### src/rtl/stack_pkg.sv
// Shared helpers for the LIFO stack and its storage array.
// Purpose : derives the storage depth and the occupancy-pointer width
//           from the address width W, so that every file sizes its
//           state the same way.
// Contents: depth_f(w) -> number of entries, 2**w
//           ptr_w_f(w) -> occupancy pointer width, w+1 (counts 0..2**w)
package stack_pkg;

    function automatic int depth_f(input int w);
        return 1 << w;
    endfunction

    function automatic int ptr_w_f(input int w);
        return w + 1;
    endfunction

endpackage

### src/rtl/stack_regfile.sv
// Storage array for the stack: 2**W entries of B bits.
// Ports:
//   clk   in   write clock (rising edge)
//   we    in   write enable
//   waddr in   W-bit write address
//   wdata in   B-bit write data
//   raddr in   W-bit read address
//   rdata out  B-bit read data, combinational (no read latency)
// Contents are not reset; the owner gates reads of unwritten entries.
module stack_regfile
    import stack_pkg::*;
#(
    parameter int B = 8,
    parameter int W = 4
) (
    input  logic         clk,
    input  logic         we,
    input  logic [W-1:0] waddr,
    input  logic [B-1:0] wdata,
    input  logic [W-1:0] raddr,
    output logic [B-1:0] rdata
);

    localparam int DEPTH = depth_f(W);

    logic [B-1:0] mem_q [DEPTH];

    always_ff @(posedge clk) begin
        if (we) begin
            mem_q[waddr] <= wdata;
        end
    end

    assign rdata = mem_q[raddr];

endmodule

### src/rtl/stack.sv
// Synchronous LIFO stack with a continuously visible top-of-stack.
// Ports:
//   clk    in   rising-edge clock
//   reset  in   asynchronous, active-high reset (empties the stack)
//   push   in   push strobe; w_data stored on the edge when accepted
//   pop    in   pop strobe; top entry dropped on the edge when accepted
//   w_data in   B-bit data to push
//   r_data out  current top-of-stack, zero when empty
//   full   out  stack holds 2**W entries
//   empty  out  stack holds no entries
// Overflow pushes and underflow pops are dropped silently. Push and pop
// together on a non-empty stack overwrite the top entry in place.
module stack
    import stack_pkg::*;
#(
    parameter int B = 8,
    parameter int W = 4
) (
    input  logic         clk,
    input  logic         reset,
    input  logic         push,
    input  logic         pop,
    input  logic [B-1:0] w_data,
    output logic [B-1:0] r_data,
    output logic         full,
    output logic         empty
);

    localparam int                PTR_W    = ptr_w_f(W);
    localparam logic [PTR_W-1:0]  PTR_FULL = PTR_W'(depth_f(W));
    localparam logic [PTR_W-1:0]  PTR_ONE  = PTR_W'(1);
    localparam logic [W-1:0]      ADDR_ONE = W'(1);

    logic [PTR_W-1:0] ptr_q, ptr_d;
    logic             push_ok, pop_ok, replace;
    logic             we;
    logic [W-1:0]     waddr;
    logic [W-1:0]     top_addr;
    logic [B-1:0]     top_data;

    assign empty = (ptr_q == '0);
    assign full  = (ptr_q == PTR_FULL);

    // Both strobes on an empty stack degrade to a plain push.
    assign push_ok = push && ((!pop && !full) || (pop && empty));
    assign pop_ok  = pop && !push && !empty;
    assign replace = push && pop && !empty;

    // When full the low W bits of ptr wrap to zero, so subtracting one in
    // W bits still lands on the last entry.
    assign top_addr = ptr_q[W-1:0] - ADDR_ONE;

    // A plain push is only accepted below full, where the low bits of ptr
    // are the next free slot.
    assign we    = push_ok || replace;
    assign waddr = replace ? top_addr : ptr_q[W-1:0];

    always_comb begin
        ptr_d = ptr_q;
        if (push_ok) begin
            ptr_d = ptr_q + PTR_ONE;
        end else if (pop_ok) begin
            ptr_d = ptr_q - PTR_ONE;
        end
    end

    always_ff @(posedge clk or posedge reset) begin
        if (reset) begin
            ptr_q <= '0;
        end else begin
            ptr_q <= ptr_d;
        end
    end

    stack_regfile #(
        .B (B),
        .W (W)
    ) u_regfile (
        .clk   (clk),
        .we    (we),
        .waddr (waddr),
        .wdata (w_data),
        .raddr (top_addr),
        .rdata (top_data)
    );

    // Storage is never reset, so an empty stack must not expose stale data.
    assign r_data = empty ? '0 : top_data;

endmodule

### config.mk
export PLATFORM = sky130hd
export DESIGN_NAME = stack
export DESIGN_NICKNAME = d
export VERILOG_FILES = /design/src/rtl/stack_pkg.sv /design/src/rtl/stack_regfile.sv /design/src/rtl/stack.sv
export SDC_FILE = /design/constraint.sdc
export NUM_CORES = 1
export LEC_CHECK = 0
export CAP_MARGIN = 10
export CORE_MARGIN = 2
export CORE_UTILIZATION = 35
export CTS_CLUSTER_DIAMETER = 150
export DETAILED_ROUTE_END_ITERATION = 12
export DONT_BUFFER_PORTS = 1
export PLACE_DENSITY = 0.51
export SLEW_MARGIN = 15
export SYNTH_ARGS = -nofsm -noshare
export SYNTH_HDL_FRONTEND = slang
export SYNTH_SLANG_ARGS = --single-unit
export TNS_END_PERCENT = 5
### constraint.sdc
create_clock -name clk -period 9 [get_ports clk]
set_clock_uncertainty 0.15 [all_clocks]
set_input_delay 1.35 -clock clk [delete_from_list [all_inputs] [get_ports clk]]
set_output_delay 1.35 -clock clk [all_outputs]
set_load 0.03 [all_outputs]
==> results.cfg, run 1 <==
[power_and_ir_drop]
p_comb_share_pct = 38.9
p_leak_nw = 2.10
seq_power_share_pct = 32.8
clock_power_share_pct = 28.3
power_mw = 2.47
p_sw_mw = 0.890
power_density_nw_per_um2 = 379
p_sw_share_pct = 36.1
p_int_mw = 1.58
ir_worst_vdd_v = 0.000147

[timing]
fmax_mhz = 198
rsz0062_at_grt = no
worst_pin_slew_ns = 0.971
post-route-min-period_ns = 5.04
setup_tns_ns = 0
setup_violations = 0
finalMaxSlewViolations = 0
period_share_pct = 56.0
slew_headroom_pct = 35.0
finalHoldViolCount = 0

[clock_tree]
path_clk_slew_ns = 0.06
htree_num_levels = 4
cts_tree = done
cts_inserted_buffers = 17
cts_hold_buf = 0
cts-root-buf = clkbuf_16
cts_resized = 0
cts_sinks = 133
post-cts-setup-buffers = 0
clk_latency_ns = 0.41
clock_path_buffers = 2

[worst_setup_path]
endpoint = r_data[2]
r2r_setup_slack_ns = 5.11
r2r_start = ptr_q[0]$_DFFE_PP0P_
reg2reg_to = u_regfile.mem_q[1][2]$_DFFE_PP_
cp.arrival_ns = 3.54
crit_path_max_fanout = 41
end_kind = output port
worst_setup_path_start_kind = register
crit_start = ptr_q[0]$_DFFE_PP0P_
worstPathRequired_ns = 7.50
ff2ff_path_depth = 7
critical_path_class = register to output port

[floorplanning]
die_area_um2 = 17400
die_y_um = 132
die_w_um = 132
start_util_pct = 35.8
core_area_um2 = 15900
io_pins = 22
row_count = 46

[grt]
antenna_found_initial = 0
grt_max_degree = 42
first_global_vias = 2895
grt_pass1_wl_um = 17900
grt_overflow = 0
grt_use_total_pct = 14.1

[synth]
syn_avg_cell_area_um2 = 19.2
syn_inst = 297
synth-async-reset-ratio_pct = 3.76
ys_types = 54
yosysSeqAreaShare_pct = 69.5
yosys.area.top_type = edfxtp_1
synth.area.top_cells = edfxtp_1 67%, mux4_2 12%, mux2i_1 3.0%, dfrtp_1 2.2%, nor2_1 1.6%
synth_area_um2 = 5710
ys_ff_latch = 133
ys.flop_type = edfxtp_1
yosys.area.top_type_share_pct = 67.3
yosys_warnings = 0
synth_edf_count = 128
syn_nets = 315

[final_layout]
nNetsFinal = 323
antenna_cells = 0
area_growth_pct = 13.9
drive_above_1_share_pct = 25.2
layout.cells.non_filler = 534
num-fill-cells = 1423

[placement]
gp_congestion = 0.714
hpwl_um = 7060
io_buffers = 0
place_inst = 502

[flow_run]
maxCapViolCount = 0

[status]
status = complete, no violations

[route]
drc_errors = 0
via_per_inst = 5.17
vias = 2761
wirelength_um = 11500
drtIter0Drc = 192
wl_per_cell_um = 21.6
dr.pass1.iters = 6
ant_nets = 0

[hold_path]
hp-class = input pin to asynchronous set/reset pin
==> cells in the final DEF, fill, tap and decap left out, types with 4 or more instances in the layout <==
cell type	instances
clkinvlp_4	4
clkinv_4	4
nor2_1	24
o22ai_1	8
xnor2_1	4
ha_1	5
mux4_2	30
dfrtp_1	4
mux2i_1	17
inv_1	9
edfxtp_1	128
a31oi_1	5
clkbuf_16	17
==> through the flow <==
stage / area (um^2) / worst slack, ns / utilization, % / hold slack [ns]
2_1_floorplan: 5710 / 5.09 / - / 0.514
6_report: 6510 / 3.96 / 40.8 / 0.577
3_5_place_dp: 5900 / 4.33 / 37.0 / 0.574
5_1_grt: 6510 / 3.71 / 40.8 / 0.579
4_1_cts: 6510 / 3.87 / 40.8 / 0.565
3_3_place_gp: 5900 / 4.37 / 37.0 / 0.548
==> cell usage after synthesis (2+ instances only) <==
cell      number
edfxtp_1     128
mux4_2        30
nor2_1        24
mux2i_1       17
inv_1          9
o22ai_1        8
buf_2          6
a31oi_1        5
dfrtp_1        5
ha_1           5
xnor2_1        4
a21oi_1        3
nand2_1        3
buf_6          2
clkbuf_1       2
mux2_4         2
mux4_1         2
nand4b_1       2
nor3_1         2
nor3_2         2
nor4_1         2
o21ai_0        2
==> sequential cells by signal, summed over array words and instances, names as in the netlist <==
signal and cells:
u_regfile.mem_q 128, ptr_q 5
==> layer usage <==
layer | vias to the layer above | track usage [%] | part of all wire [%]
li1 | 1246 | - | -
met2 | 63 | 22.2 | 49
met3 | 11 | 4.11 | 4.2
met4 | 0 | 4.83 | 1.3
met5 | - | 0 | 0
met1 | 1441 | 18.8 | 45
==> power groups by stage <==
stage	combinational, mW	sequential [mW]	clock [mW]
2_1_floorplan	0.813	0.797	0
5_1_grt	1.03	0.818	0.736
3_5_place_dp	0.972	0.824	0
6_report	0.958	0.810	0.698
3_3_place_gp	0.967	0.821	0
4_1_cts	0.975	0.811	0.708
==> layout make-up <==
cell class | count | area (um^2) | share of cell area [%]
clock buffer | 18 | 429 | 6.59
clock inverter | 14 | 178 | 2.73
inverter | 9 | 33.8 | 0.519
multi-input combinational | 142 | 1610 | 24.8
sequential | 133 | 3970 | 61.0
tap | 216 | 270 | 4.15
timing repair buffer | 2 | 15.0 | 0.231
==> worst max-delay path, cell delays in order, from the launching register on <==
cell and delay (ns):
dfrtp_2 0.34, buf_4 0.60, inv_1 0.30, ha_1 0.36, buf_4 0.45, mux4_2 0.32, mux2i_1 0.09, o22ai_1 0.65
==> worst min-delay path by stage <==
| stage | startpoint | endpoint | slack [ns] | depth (start not counted) |
|---|---|---|---|---|
| after floorplan | ptr_q[4]$_DFFE_PP0P_ | ptr_q[4]$_DFFE_PP0P_ | 0.51 | 2 |
| after global placement | ptr_q[4]$_DFFE_PP0P_ | ptr_q[4]$_DFFE_PP0P_ | 0.55 | 2 |
| after detailed placement | ptr_q[4]$_DFFE_PP0P_ | ptr_q[4]$_DFFE_PP0P_ | 0.57 | 2 |
| after CTS | reset | ptr_q[4]$_DFFE_PP0P_ | 0.56 | 1 |
| after global routing | reset | ptr_q[4]$_DFFE_PP0P_ | 0.58 | 1 |
| final | reset | ptr_q[4]$_DFFE_PP0P_ | 0.58 | 1 |
==> cells by family after synthesis <==
group,count (synthesis),share of synthesized area (%)
compound gates,33,4.47
xor+xnor,6,1.25
fa+ha+maj,6,1.45
buf+inv,22,2.30
flops,133,69.5
mux,51,16.3
simple gates,46,4.80
(Power assumes the default switching activity.)
==> run 2, diff against run 1 <==
--- a/config.mk
+++ b/config.mk
@@ -11,7 +11,7 @@
 export CTS_CLUSTER_DIAMETER = 150
 export DETAILED_ROUTE_END_ITERATION = 12
 export DONT_BUFFER_PORTS = 1
-export PLACE_DENSITY = 0.51
+export PLACE_DENSITY = 0.53
 export SLEW_MARGIN = 15
 export SYNTH_ARGS = -nofsm -noshare
 export SYNTH_HDL_FRONTEND = slang
==> constraint.sdc (replaced) <==
create_clock -name clk -period 4.2 [get_ports clk]
set_clock_uncertainty 0.15 [all_clocks]
set_input_delay 0.63 -clock clk [delete_from_list [all_inputs] [get_ports clk]]
set_output_delay 0.63 -clock clk [all_outputs]
set_load 0.03 [all_outputs]
==> run 2 against run 1 <==
Against the previous run:
- final cell count increased by 1.5%
- register-to-register slack got worse by 4.1 ns
- worst hold slack got worse by 0.41 ns
- sequential share of layout area decreased by 0.95 points
- combinational power increased by 130%
- die area unchanged
- critical path depth decreased by 1
- via count increased by 0.54%
- sequential cell count unchanged
- core utilization increased by 0.64 points
- setup slack got worse by 3.4 ns
- non-clock buffer count increased by 10
- critical path type unchanged
- largest power group unchanged
==> results.cfg, run 2 (synthesis gave the netlist of run 1 again) <==
[worst_setup_path]
crit_path_max_fanout = 40
end_kind = output port
ff2ff_path_depth = 7
worst_setup_path_start_kind = register
r2r_setup_slack_ns = 1.06
cp.arrival_ns = 2.89
critical_path_class = register to output port
r2r_start = ptr_q[1]$_DFFE_PP0P_
worstPathRequired_ns = 3.42
reg2reg_to = u_regfile.mem_q[5][5]$_DFFE_PP_

[placement]
io_buffers = 0
gp_congestion = 0.734
hpwl_um = 7120
place_inst = 511

[floorplanning]
start_util_pct = 35.8
io_pins = 22
die_y_um = 132
row_count = 46
die_w_um = 132
core_area_um2 = 15900
die_area_um2 = 17400

[final_layout]
reg_top3 = u_regfile.mem_q x128, ptr_q x5
layout.cells.non_filler = 542
nNetsFinal = 333
layout.cells.most_common = edfxtp_1
mostFrequentLayoutCells = 128 x edfxtp_1, 30 x mux4_2, 24 x nor2_1
area_growth_pct = 15.7
num-fill-cells = 1412
multi_input_area_um2 = 1610
largest_reg_flops = 128
drive_above_1_share_pct = 26.7
register_area_um2 = 3970
top_register = u_regfile.mem_q
antenna_cells = 0

[timing]
fmax_mhz = 273
finalHoldViolCount = 0
hold_slack_ns = 0.165
setup_tns_ns = 0
rsz0062_at_grt = no
setup_violations = 0
period_share_pct = 87.3
finalMaxSlewViolations = 0
worst_pin_slew_ns = 0.960
slew_headroom_pct = 35.7
post-route-min-period_ns = 3.67

[power_and_ir_drop]
p_leak_nw = 2.17
power_mw = 5.54
power_density_nw_per_um2 = 839
ir_worst_vdd_v = 0.000450

[grt]
grt_use_total_pct = 13.8
grt_overflow = 0
grt_max_degree = 41
antenna_found_initial = 0
first_global_vias = 2911
grt_pass1_wl_um = 17600

[clock_tree]
post-cts-setup-buffers = 0
cts_inserted_buffers = 17
cts-root-buf = clkbuf_16
path_clk_slew_ns = 0.06
clock_path_buffers = 2
cts_sinks = 133
clk_latency_ns = 0.40
cts_tree = done
htree_num_levels = 4

[hold_path]
holdPathStages = 0
holdCritStartpoint = w_data[3]
whs_endpoint = u_regfile.mem_q[4][3]$_DFFE_PP_
hp-class = input pin to register

[route]
wl_per_cell_um = 21.0
drtIter0Drc = 253
wirelength_um = 11400
via_per_inst = 5.12
drc_errors = 0
ant_nets = 0
vias = 2776
dr.pass1.iters = 5

[flow_run]
maxCapViolCount = 0

[status]
status = complete, no violations
==> run 2: cell count changes in the layout (fill, tap and decap cells not counted), sizes merged <==
cell / delta
clkinvlp: -3
dlygate4sd3: +1
clkbuf: -1
buf: +9
bufinv: +2
==> run 2: metal layers <==
layer | vias up | routed length, um | GRT usage (%)
li1 | 1254 | - | -
met1 | 1450 | 5110 | 18.5
met2 | 66 | 5680 | 22.4
met3 | 6 | 534 | 3.38
met4 | 0 | 80 | 4.41
met5 | - | 0 | 0
==> run 2: report_power, final <==
group	internal, mW	switching [mW]	total (mW)	leakage, nW
combinational	0.954	1.27	2.22	0.652
sequential	1.63	0.103	1.73	1.21
clock	1.05	0.542	1.59	0.307
==> run 2: cell type report <==
| cell class | count | share of cell area, % |
|---|---|---|
| Sequential cell | 133 | 60.1 |
| Multi-Input combinational cell | 142 | 24.4 |
| Timing Repair Buffer | 12 | 1.40 |
| Inverter | 9 | 0.511 |
| Tap cell | 216 | 4.09 |
| Clock buffer | 17 | 6.44 |
| Clock inverter | 13 | 3.12 |
==> run 2: worst max-delay path, stage by stage, from the launching register on <==
cell and delay, ns:
dfrtp_2 0.35, buf_4 0.60, nor3_2 0.16, xnor2_4 0.68, mux2i_1 0.19, o22ai_1 0.27, buf_4 0.22
==> run 2: how the worst max path moves through the flow <==
stage	start	to	slack, ns	cells after the start
2_1_floorplan	ptr_q[0]$_DFFE_PP0P_	r_data[0]	1.01	9
3_3_place_gp	ptr_q[0]$_DFFE_PP0P_	r_data[2]	0.94	6
3_5_place_dp	ptr_q[0]$_DFFE_PP0P_	r_data[4]	0.91	6
4_1_cts	ptr_q[0]$_DFFE_PP0P_	r_data[4]	0.47	6
5_1_grt	ptr_q[0]$_DFFE_PP0P_	r_data[0]	0.30	6
6_report	ptr_q[0]$_DFFE_PP0P_	r_data[4]	0.53	6
==> run 2: timing repair <==
| action | CTS | global route |
|---|---|---|
| endpoints found under the hold margin | 5 | 0 |
| setup endpoints to repair | 0 | 0 |
| hold buffers | 1 | 0 |
| gates resized for setup | 0 | 0 |
==> run 2: through the flow <==
stage                     area [um^2]  util (%)  setup slack, ns
after floorplan                  5710         -             1.01
after global placement           5970      37.4            0.945
after detailed placement         5970      37.4            0.913
after CTS                        6610      41.5            0.470
after global routing             6610      41.5            0.303
final                            6610      41.5            0.534
